File: config.mk
export PLATFORM = sky130hd
export DESIGN_NAME = fifo_word_packer
export DESIGN_NICKNAME = d
export VERILOG_FILES = /design/src/rtl/fifo_pkg.sv /design/src/rtl/fifo_word_packer_flush_timer.sv /design/src/rtl/fifo_word_packer.sv
export SDC_FILE = /design/constraint.sdc
export NUM_CORES = 1
export LEC_CHECK = 0
export ABC_AREA = 0
export BUFFER_PORTS_ARGS = -buffer_cell sky130_fd_sc_hd__buf_2
export CAP_MARGIN = 20
export CORE_ASPECT_RATIO = 1.5
export CORE_MARGIN = 2
export CORE_UTILIZATION = 40
export CTS_BUF_LIST = sky130_fd_sc_hd__clkbuf_8
export DETAILED_ROUTE_END_ITERATION = 12
export HOLD_SLACK_MARGIN = 0.08
export PLACE_DENSITY = 0.64
export SLEW_MARGIN = 20
export SYNTH_ARGS = -nofsm -noshare
export SYNTH_HDL_FRONTEND = slang
export SYNTH_SLANG_ARGS = --single-unit
export TNS_END_PERCENT = 5
File: constraint.sdc
create_clock -name rd_clk -period 1.6 [get_ports rd_clk]
set_input_delay 0.16 -clock rd_clk [delete_from_list [all_inputs] [get_ports rd_clk]]
set_output_delay 0.16 -clock rd_clk [all_outputs]
set_load 0.01 [all_outputs]
File: src/rtl/fifo_pkg.sv
// Shared types and helpers for the FIFO read-side word packer.
package fifo_pkg;

  localparam int DATA_WIDTH_DEF = 8;

  typedef enum logic {
    FILL = 1'b0,
    OUT  = 1'b1
  } state_e;

  // Mask with the lowest n bits set; callers slice it to their lane count (up to 32 lanes).
  function automatic logic [31:0] fill_mask(input int unsigned n);
    logic [31:0] m;
    m = '0;
    for (int unsigned i = 0; i < 32; i++) begin
      if (i < n) m[i] = 1'b1;
    end
    return m;
  endfunction

endpackage

File: src/rtl/fifo_word_packer_flush_timer.sv
// Idle counter that signals when a partial word has waited long enough to be flushed.
module flush_timer #(
  parameter int TIMEOUT = 16
) (
  input  logic clk,
  input  logic rst,
  input  logic inc,
  input  logic clr,
  output logic expire
);

  localparam int TMR_W = $clog2(TIMEOUT + 1);
  localparam logic [TMR_W-1:0] LAST = TMR_W'(TIMEOUT - 1);

  logic [TMR_W-1:0] timer_q;
  logic [TMR_W-1:0] timer_d;

  always_comb begin
    timer_d = timer_q;
    if (clr) begin
      timer_d = '0;
    end else if (inc) begin
      timer_d = timer_q + 1'b1;
    end
  end

  assign expire = inc && !clr && (timer_q == LAST);

  always_ff @(posedge clk) begin
    if (rst) begin
      timer_q <= '0;
    end else begin
      timer_q <= timer_d;
    end
  end

endmodule

File: src/rtl/fifo_word_packer.sv
// Drains narrow FIFO entries and packs PACK_RATIO of them into one wide valid/ready word,
// flushing a partial word after TIMEOUT idle cycles.
module fifo_word_packer
  import fifo_pkg::*;
#(
  parameter int DATA_WIDTH = DATA_WIDTH_DEF,
  parameter int PACK_RATIO = 4,
  parameter int TIMEOUT    = 16
) (
  input  logic                             rd_clk,
  input  logic                             rd_rst,
  input  logic                             fifo_empty,
  input  logic [DATA_WIDTH-1:0]            fifo_rd_data,
  output logic                             fifo_rd_en,
  output logic                             out_valid,
  input  logic                             out_ready,
  output logic [DATA_WIDTH*PACK_RATIO-1:0] out_data,
  output logic [PACK_RATIO-1:0]            out_keep
);

  localparam int CNT_W = $clog2(PACK_RATIO + 1);
  localparam logic [CNT_W-1:0] PR_CNT = CNT_W'(PACK_RATIO);

  state_e                           state_q, state_d;
  logic [CNT_W-1:0]                 count_q, count_d;
  logic                             pend_q, pend_d;
  logic [DATA_WIDTH*PACK_RATIO-1:0] data_q, data_d;
  logic [PACK_RATIO-1:0]            keep_q, keep_d;
  logic [CNT_W:0]                   inflight;
  logic [31:0]                      mask_full;
  logic                             tmr_inc;
  logic                             tmr_expire;

  // Entries already captured plus the one still in flight must not overrun the word.
  assign inflight   = {1'b0, count_q} + {{CNT_W{1'b0}}, pend_q};
  assign fifo_rd_en = (state_q == FILL) && !fifo_empty && (inflight < {1'b0, PR_CNT});

  assign tmr_inc = (state_q == FILL) && (count_q != '0) && !pend_q && fifo_empty;

  flush_timer #(
    .TIMEOUT(TIMEOUT)
  ) u_flush_timer (
    .clk    (rd_clk),
    .rst    (rd_rst),
    .inc    (tmr_inc),
    .clr    (!tmr_inc),
    .expire (tmr_expire)
  );

  always_comb begin
    state_d   = state_q;
    count_d   = count_q;
    data_d    = data_q;
    keep_d    = keep_q;
    pend_d    = fifo_rd_en;
    mask_full = '0;
    if (state_q == FILL) begin
      if (pend_q) begin
        for (int i = 0; i < PACK_RATIO; i++) begin
          if (count_q == CNT_W'(i)) data_d[i*DATA_WIDTH +: DATA_WIDTH] = fifo_rd_data;
        end
        count_d   = count_q + 1'b1;
        mask_full = fill_mask(32'(count_d));
        keep_d    = mask_full[PACK_RATIO-1:0];
      end
      // A capture and a timer expiry never coincide: expiry requires pend_q == 0.
      if (count_d == PR_CNT || tmr_expire) begin
        state_d = OUT;
      end
    end else if (out_ready) begin
      state_d = FILL;
      count_d = '0;
      data_d  = '0;
      keep_d  = '0;
    end
  end

  always_ff @(posedge rd_clk) begin
    if (rd_rst) begin
      state_q <= FILL;
      count_q <= '0;
      pend_q  <= 1'b0;
      data_q  <= '0;
      keep_q  <= '0;
    end else begin
      state_q <= state_d;
      count_q <= count_d;
      pend_q  <= pend_d;
      data_q  <= data_d;
      keep_q  <= keep_d;
    end
  end

  assign out_valid = (state_q == OUT);
  assign out_data  = data_q;
  assign out_keep  = keep_q;

endmodule

; Word level (Yosys, flattened, before mapping)
; Cells that the tools add are included.
[op_classes]
addsub = 3
order_cmp = 5
n_eq_ne = 6
muxes = 21
bitwise_logic = 2
reduce_logical = 22
[ops]
columns = operator, n
row1 = 32-bit 2-to-1 mux, 3
row2 = 8-bit 2-to-1 mux, 4
row3 = 3-bit 2-to-1 mux, 4
row4 = 4-bit 2-to-1 mux, 3
row5 = 3-bit AND reduction, 4
row6 = 2-bit nonzero test, 5
row7 = 1-bit 2-to-1 mux, 7
row8 = "3-bit by 2-bit equality test with 1-bit output, second input constant", 2
row9 = 1-bit logical AND, 6
row10 = "1-bit by 3-bit < comparator with 1-bit output, first input constant", 2
row11 = "2-bit by 3-bit < comparator with 1-bit output, first input constant", 2
row12 = "5-bit by 1-bit adder with 5-bit output, second input constant", 1
row13 = "5-bit by 4-bit equality test with 1-bit output, second input constant", 1
row14 = 3-bit by 1-bit adder with 4-bit output, 1
row15 = "4-bit by 3-bit < comparator with 1-bit output, second input constant", 1
row16 = "3-bit by 1-bit adder with 3-bit output, second input constant", 1
row17 = "3-bit by 1-bit equality test with 1-bit output, second input constant", 1
row18 = "3-bit equality test, second input constant", 1
row19 = 3-bit zero test, 1
row20 = 3-bit nonzero test, 1
row21 = 1-bit zero test, 2
row22 = "2-bit inequality test, second input constant", 1
row23 = 1-bit NOT, 2
row24 = 2-bit AND reduction, 1
row25 = other kinds (2), 2
[word_totals]
register_bits = 46
out_inout_bits = 38
elab_cells = 68

; Longest topological paths before layout
[depth]
ltp_word = 8
ltp_mapped = 6
ltp_nobuf = 5

; Cells and area by module
; A second synthesis with hierarchy kept.
[hier_totals]
cells_unflattened = 228
hier_area_um2 = 2026.9
[modules_own_cells]
columns = mod, instances, cells_each, area_per_inst_um2, seq_area_each_um2
row1 = fifo_word_packer, 1, 203, 1751.7, 820.8
row2 = flush_timer, 1, 25, 275.3, 100.1

; Worst setup path before layout
; Ideal clock, no wire load.
[synth_path]
path_kind = register to register
startpoint = register count_q[0]
endpoint = register data_q[24] (netlist: out_data[24])
setup_ns = 0.132
t_arrival_ns = 1.359
setup_slack_ns = 0.108
stages_incl_launch_ff = 7
n_path_buf = 1
period_less_slack_ns = 1.492
cell_sequence = dfxtp_1 > ha_1 > ha_1 > clkbuf_1 > nand3b_1 > nand3_1 > a21oi_1
[synth_between]
elab_chain_cells = 3
[synth_lines]
columns = element, line
row1 = "start, declared", fifo_word_packer.sv:25  ; logic [CNT_W-1:0] count_q, count_d;
row2 = "start signal, assigned", fifo_word_packer.sv:87  ; count_q <= count_d;
row3 = 3-bit by 2-bit equality test with 1-bit output, fifo_word_packer.sv:60  ; if (count_q == CNT_W'(i)) data_d[i*DATA_WIDTH +: DATA_WIDTH] = fifo_rd_data;
row4 = 2-bit nonzero test (no source line), -
row5 = 3-bit AND reduction (no source line), -
row6 = "end signal, assigned", fifo_word_packer.sv:89  ; data_q <= data_d;
row7 = "end, declared", fifo_word_packer.sv:27  ; logic [DATA_WIDTH*PACK_RATIO-1:0] data_q, data_d;
; No other way between the ends.
; A chain may end at the register's enable or synchronous reset.

; Worst setup path in the final report
[layout_path]
startpoint = register pend_q
endpoint = output fifo_rd_en
[layout_between]
elab_chain_cells = 3
[layout_lines]
columns = element, line
row1 = "start, declared", fifo_word_packer.sv:26  ; logic pend_q, pend_d;
row2 = "start signal, assigned", fifo_word_packer.sv:88  ; pend_q <= pend_d;
row3 = 3-bit by 1-bit adder with 4-bit output, fifo_word_packer.sv:35  ; assign inflight = {1'b0, count_q} + {{CNT_W{1'b0}}, pend_q};
row4 = 4-bit by 3-bit < comparator with 1-bit output, fifo_word_packer.sv:36  ; assign fifo_rd_en = (state_q == FILL) && !fifo_empty && (inflight < {1'b0, PR_CNT});
row5 = 1-bit logical AND, fifo_word_packer.sv:36
row6 = "end, declared", fifo_word_packer.sv:14  ; output logic fifo_rd_en,
; No other way between the ends.

==> parameters.txt <==
Parameter                              Value

Cells and area
  Antenna diode count    0
  Layout net count    between 200 and 300
  Cell Count, Final, Fillers Out    337
  Most common cell after layout, fill and taps aside    buf_2
  Area delta synth->final    20.1%
  Ratio of cells with drive above 1 in the final layout    26.9%
  Number of inserted filler cells in the final layout    508
  Post-route cell area    0.00240 sq mm
  Leading cell types in the layout, fill and taps excluded    49 x buf_2, 43 x dfxtp_1, 37 x a21oi_1
  Final design utilization    49.9%

Timing
  Maximum clock rate    roughly 650 MHz
  Headroom to the max-slew limit    63.9%
  Hold Violations, Final    0
  Slew at the pin closest to its max-slew limit    540 ps
  Number of pins exceeding their max-slew limit in the final report    0
  Final-layout worst hold slack    138 ps
  Final sum of negative setup slack    0 ps
  Post-layout worst setup margin    50.8 ps
  Share of the clock period used by the worst path after layout    96.8%
  Number of setup violations in the final report    0
  Clock period minus final worst setup slack    1550 ps
  Setup repair after global routing missed its margin    true
  Post-Route Skew    about 6.3 ps

Worst hold path
  Min-delay worst type    in2reg
  Hold Startpoint    fifo_rd_data[6]
  Count of cells along the worst hold path    3
  Worst min-delay path endpoint    out_data[14]$_SDFFE_PP0P_

Synthesis
  Simple-gate portion of the synthesized area    28.9%
  Multiplexer area fraction after synthesis    0%
  Synthesized-area fraction occupied by ao, oa, aoi and oai cells    12.5%
  Count of warnings emitted by yosys    0
  Post-synthesis share of cell area spent on xor and xnor gates    0.877%
  Number of nets in the synthesized netlist    244
  Largest family of logic cells by synthesized area    simple AND/OR/NAND/NOR gates
  Post-Synthesis Cell Area    0.00200 sq mm
  Distinct cells, synth    30
  Syn Inst Count    approximately 220
  Flops & latches, synth    46
  Post-Syn Area per Cell    8.92 sq um
  Post-synthesis adder-cell area fraction    5.01%
  Sequential cell area fraction in the yosys report    roughly 46%

Routing
  First DRT Iteration DRCs    108
  Routed length per placed instance    ~14 um
  Post-detailed-routing wire length    approximately 4600 um
  Number of nets still failing antenna checks after routing    0
  Routed vias    1741
  Length of the first detailed-routing pass in iterations    4
  Drc violations    0
  Mean number of vias per cell    5.17

Global routing
  Initial antenna violation count    0
  Via count of the first global-routing pass    1597
  Largest net degree at the start of global routing    43
  Total track usage    18.0%
  GR Layer Usage met3    3.44%
  Most crowded layer after global routing    met2
  Wire length of the first global-routing pass    7650 um
  Routing usage on met1    between 20 and 25%
  Overflow left after global routing    0
  Global routing usage on met2    28.4%

Outcome
  Result of the run    finished, final reports clean

CTS
  Clock tree from TritonCTS    yes
  Worst-skew pair later-pin latency    approximately 290 ps
  Max clock buf depth    2
  Clock input transition at the sequential cells of the worst setup and hold paths    80 ps
  CTS Hold Buffers Added    0
  Root buffer cell    clkbuf_8
  CTS Buf Count    5
  # clock sinks    46
  H-Tree Depth    2

Critical path
  Slowest stage cell, crit path    dfxtp_4
  Worst setup EP type    output port
  Kind of critical path    reg2out
  Peak per-stage delay on the critical path    390 ps
  Number of cells on the worst reg-to-reg path    3
  Top fanout value on the critical path    12
  Buf/Inv on CP    1
  Required time of the worst setup path    1440 ps
  Worst Setup Start Kind    register
  Data arrival time of the critical path    1390 ps
  R2R Path End    out_data[16]$_SDFFE_PP0P_
  R2R Path Start    out_valid$_SDFF_PP0_
  Cell chain of the critical path    ha_1 -> a2111oi_4 -> buf_2
  Worst path top cell family by delay    flip-flops
  Setup slack, reg-to-reg    170 ps

Placement
  Placement-stage worst setup slack    around 150 ps
  Placed Instance Area    0.00228 sq mm
  Final weighted congestion in routability-driven placement    about 0.82
  Buffers added on ports    49
  # placed instances    329
  Total half-perimeter wirelength after legalization and detailed placement    3150 um

Power and ir drop
  Standby leakage power    0.967 nW
  Total power consumption of the routed design    2.10 mW
  Power density over the cells    876 mW/mm^2
  IR drop worst, VDD    around 0.57 mV

Floorplan
  Die footprint    0.00559 sq mm
  Die outline width    61.7 um
  Number of top-level pins    50
  Placement Rows    31
  Starting density of the core    41.5%
  Die height    90.6 um
  Core region area    around 0.0048 sq mm

Run
  Maximum capacitance violations    0
==> synth_stat cells <==
cell        n  area [sq um]
ha_1        8           100
clkbuf_1    9          33.8
nand3b_1   26           195
nor3b_1     3          22.5
xnor2_1     1          8.76
nor3_1      1          5.00
o21ai_1     3          15.0
buf_6       2          22.5
xor2_1      1          8.76
nor4b_2     1          15.0
nand2_1    18          67.6
and3_1      1          6.26
buf_4       4          30.0
nand2b_1    3          18.8
nor2b_2     1          8.76
a311oi_1    1          8.76
and4bb_1    1          12.5
a2111oi_2   1          15.0
a31oi_1     2          12.5
o21ai_0     1          5.00
o221ai_1    1          8.76
nand4bb_1   1          11.3
a21oi_1    37           185
and4bb_4    2          32.5
nor2_1      8          30.0
buf_2       3          15.0
dfxtp_1    46           921
nor2b_1     2          12.5
nand3_1    28           140
inv_1       8          30.0
==> kinds of logic (layout without fill, tap and decap cells) <==
logic type / Yosys count / count (layout)
adders and majority gates: 8 / 8
AOI/OAI and AO/OA: 46 / 46
and+or+nand+nor: 96 / 96
DFF: 46 / 46
xor gates and xnor gates: 2 / 2
buffers and inverters: 26 / 73
==> worst max-delay path by stage <==
stage,start,end,depth (start not counted)
floorplan,count_q[0]$_SDFFE_PP0P_,out_data[24]$_SDFFE_PP0P_,6
detailed placement,count_q[1]$_SDFFE_PP0P_,out_data[28]$_SDFFE_PP0P_,5
global route,pend_q$_SDFF_PP0_,fifo_rd_en,3
finish,pend_q$_SDFF_PP0_,fifo_rd_en,3
global placement,count_q[1]$_SDFFE_PP0P_,out_data[26]$_SDFFE_PP0P_,5
CTS,pend_q$_SDFF_PP0_,fifo_rd_en,3
==> power breakdown <==
part	total [mW]	switching [mW]	internal, mW
Combinational	0.189	0.112	0.0766
Clock	0.717	0.375	0.343
Sequential	1.20	0.0236	1.17
Total	2.10	0.511	1.59
==> flip-flops by register name, summed over array words and instances, names as in the netlist <==
name and flops:
out_data 32, pend_q 1, out_keep 4, count_q 3, out_valid 1, u_flush_timer.timer_q 5
==> timing repair <==
item                       in CTS  in global routing
setup endpoints to repair       1                  4
gates resized for setup         3                  3
buffers inserted                0                  0
pin swaps                       1                  0
cloned                          0                  0
==> area by class of cell <==
| class | instances | area, sq um | share of cell area (%) |
|---|---|---|---|
| multi-input combinational | 152 | 963 | 40.1 |
| sequential | 46 | 927 | 38.6 |
| timing repair buffer | 57 | 305 | 12.7 |
| clock buffer | 6 | 82.6 | 3.44 |
| tap | 66 | 82.6 | 3.44 |
| inverter | 8 | 30.0 | 1.25 |
| clock inverter | 2 | 8.76 | 0.365 |
==> per-layer routing <==
| layer | wire (um) | up-vias |
|---|---|---|
| met5 | 0 | - |
| met1 | 1980 | 819 |
| met2 | 2300 | 48 |
| met4 | 127 | 0 |
| li1 | - | 867 |
| met3 | 229 | 7 |
==> worst min-delay path, stage by stage <==
cell and delay [ps]:
buf_2 130, nand2_1 60, a21oi_1 50
Power figures use the tool's default switching activity.
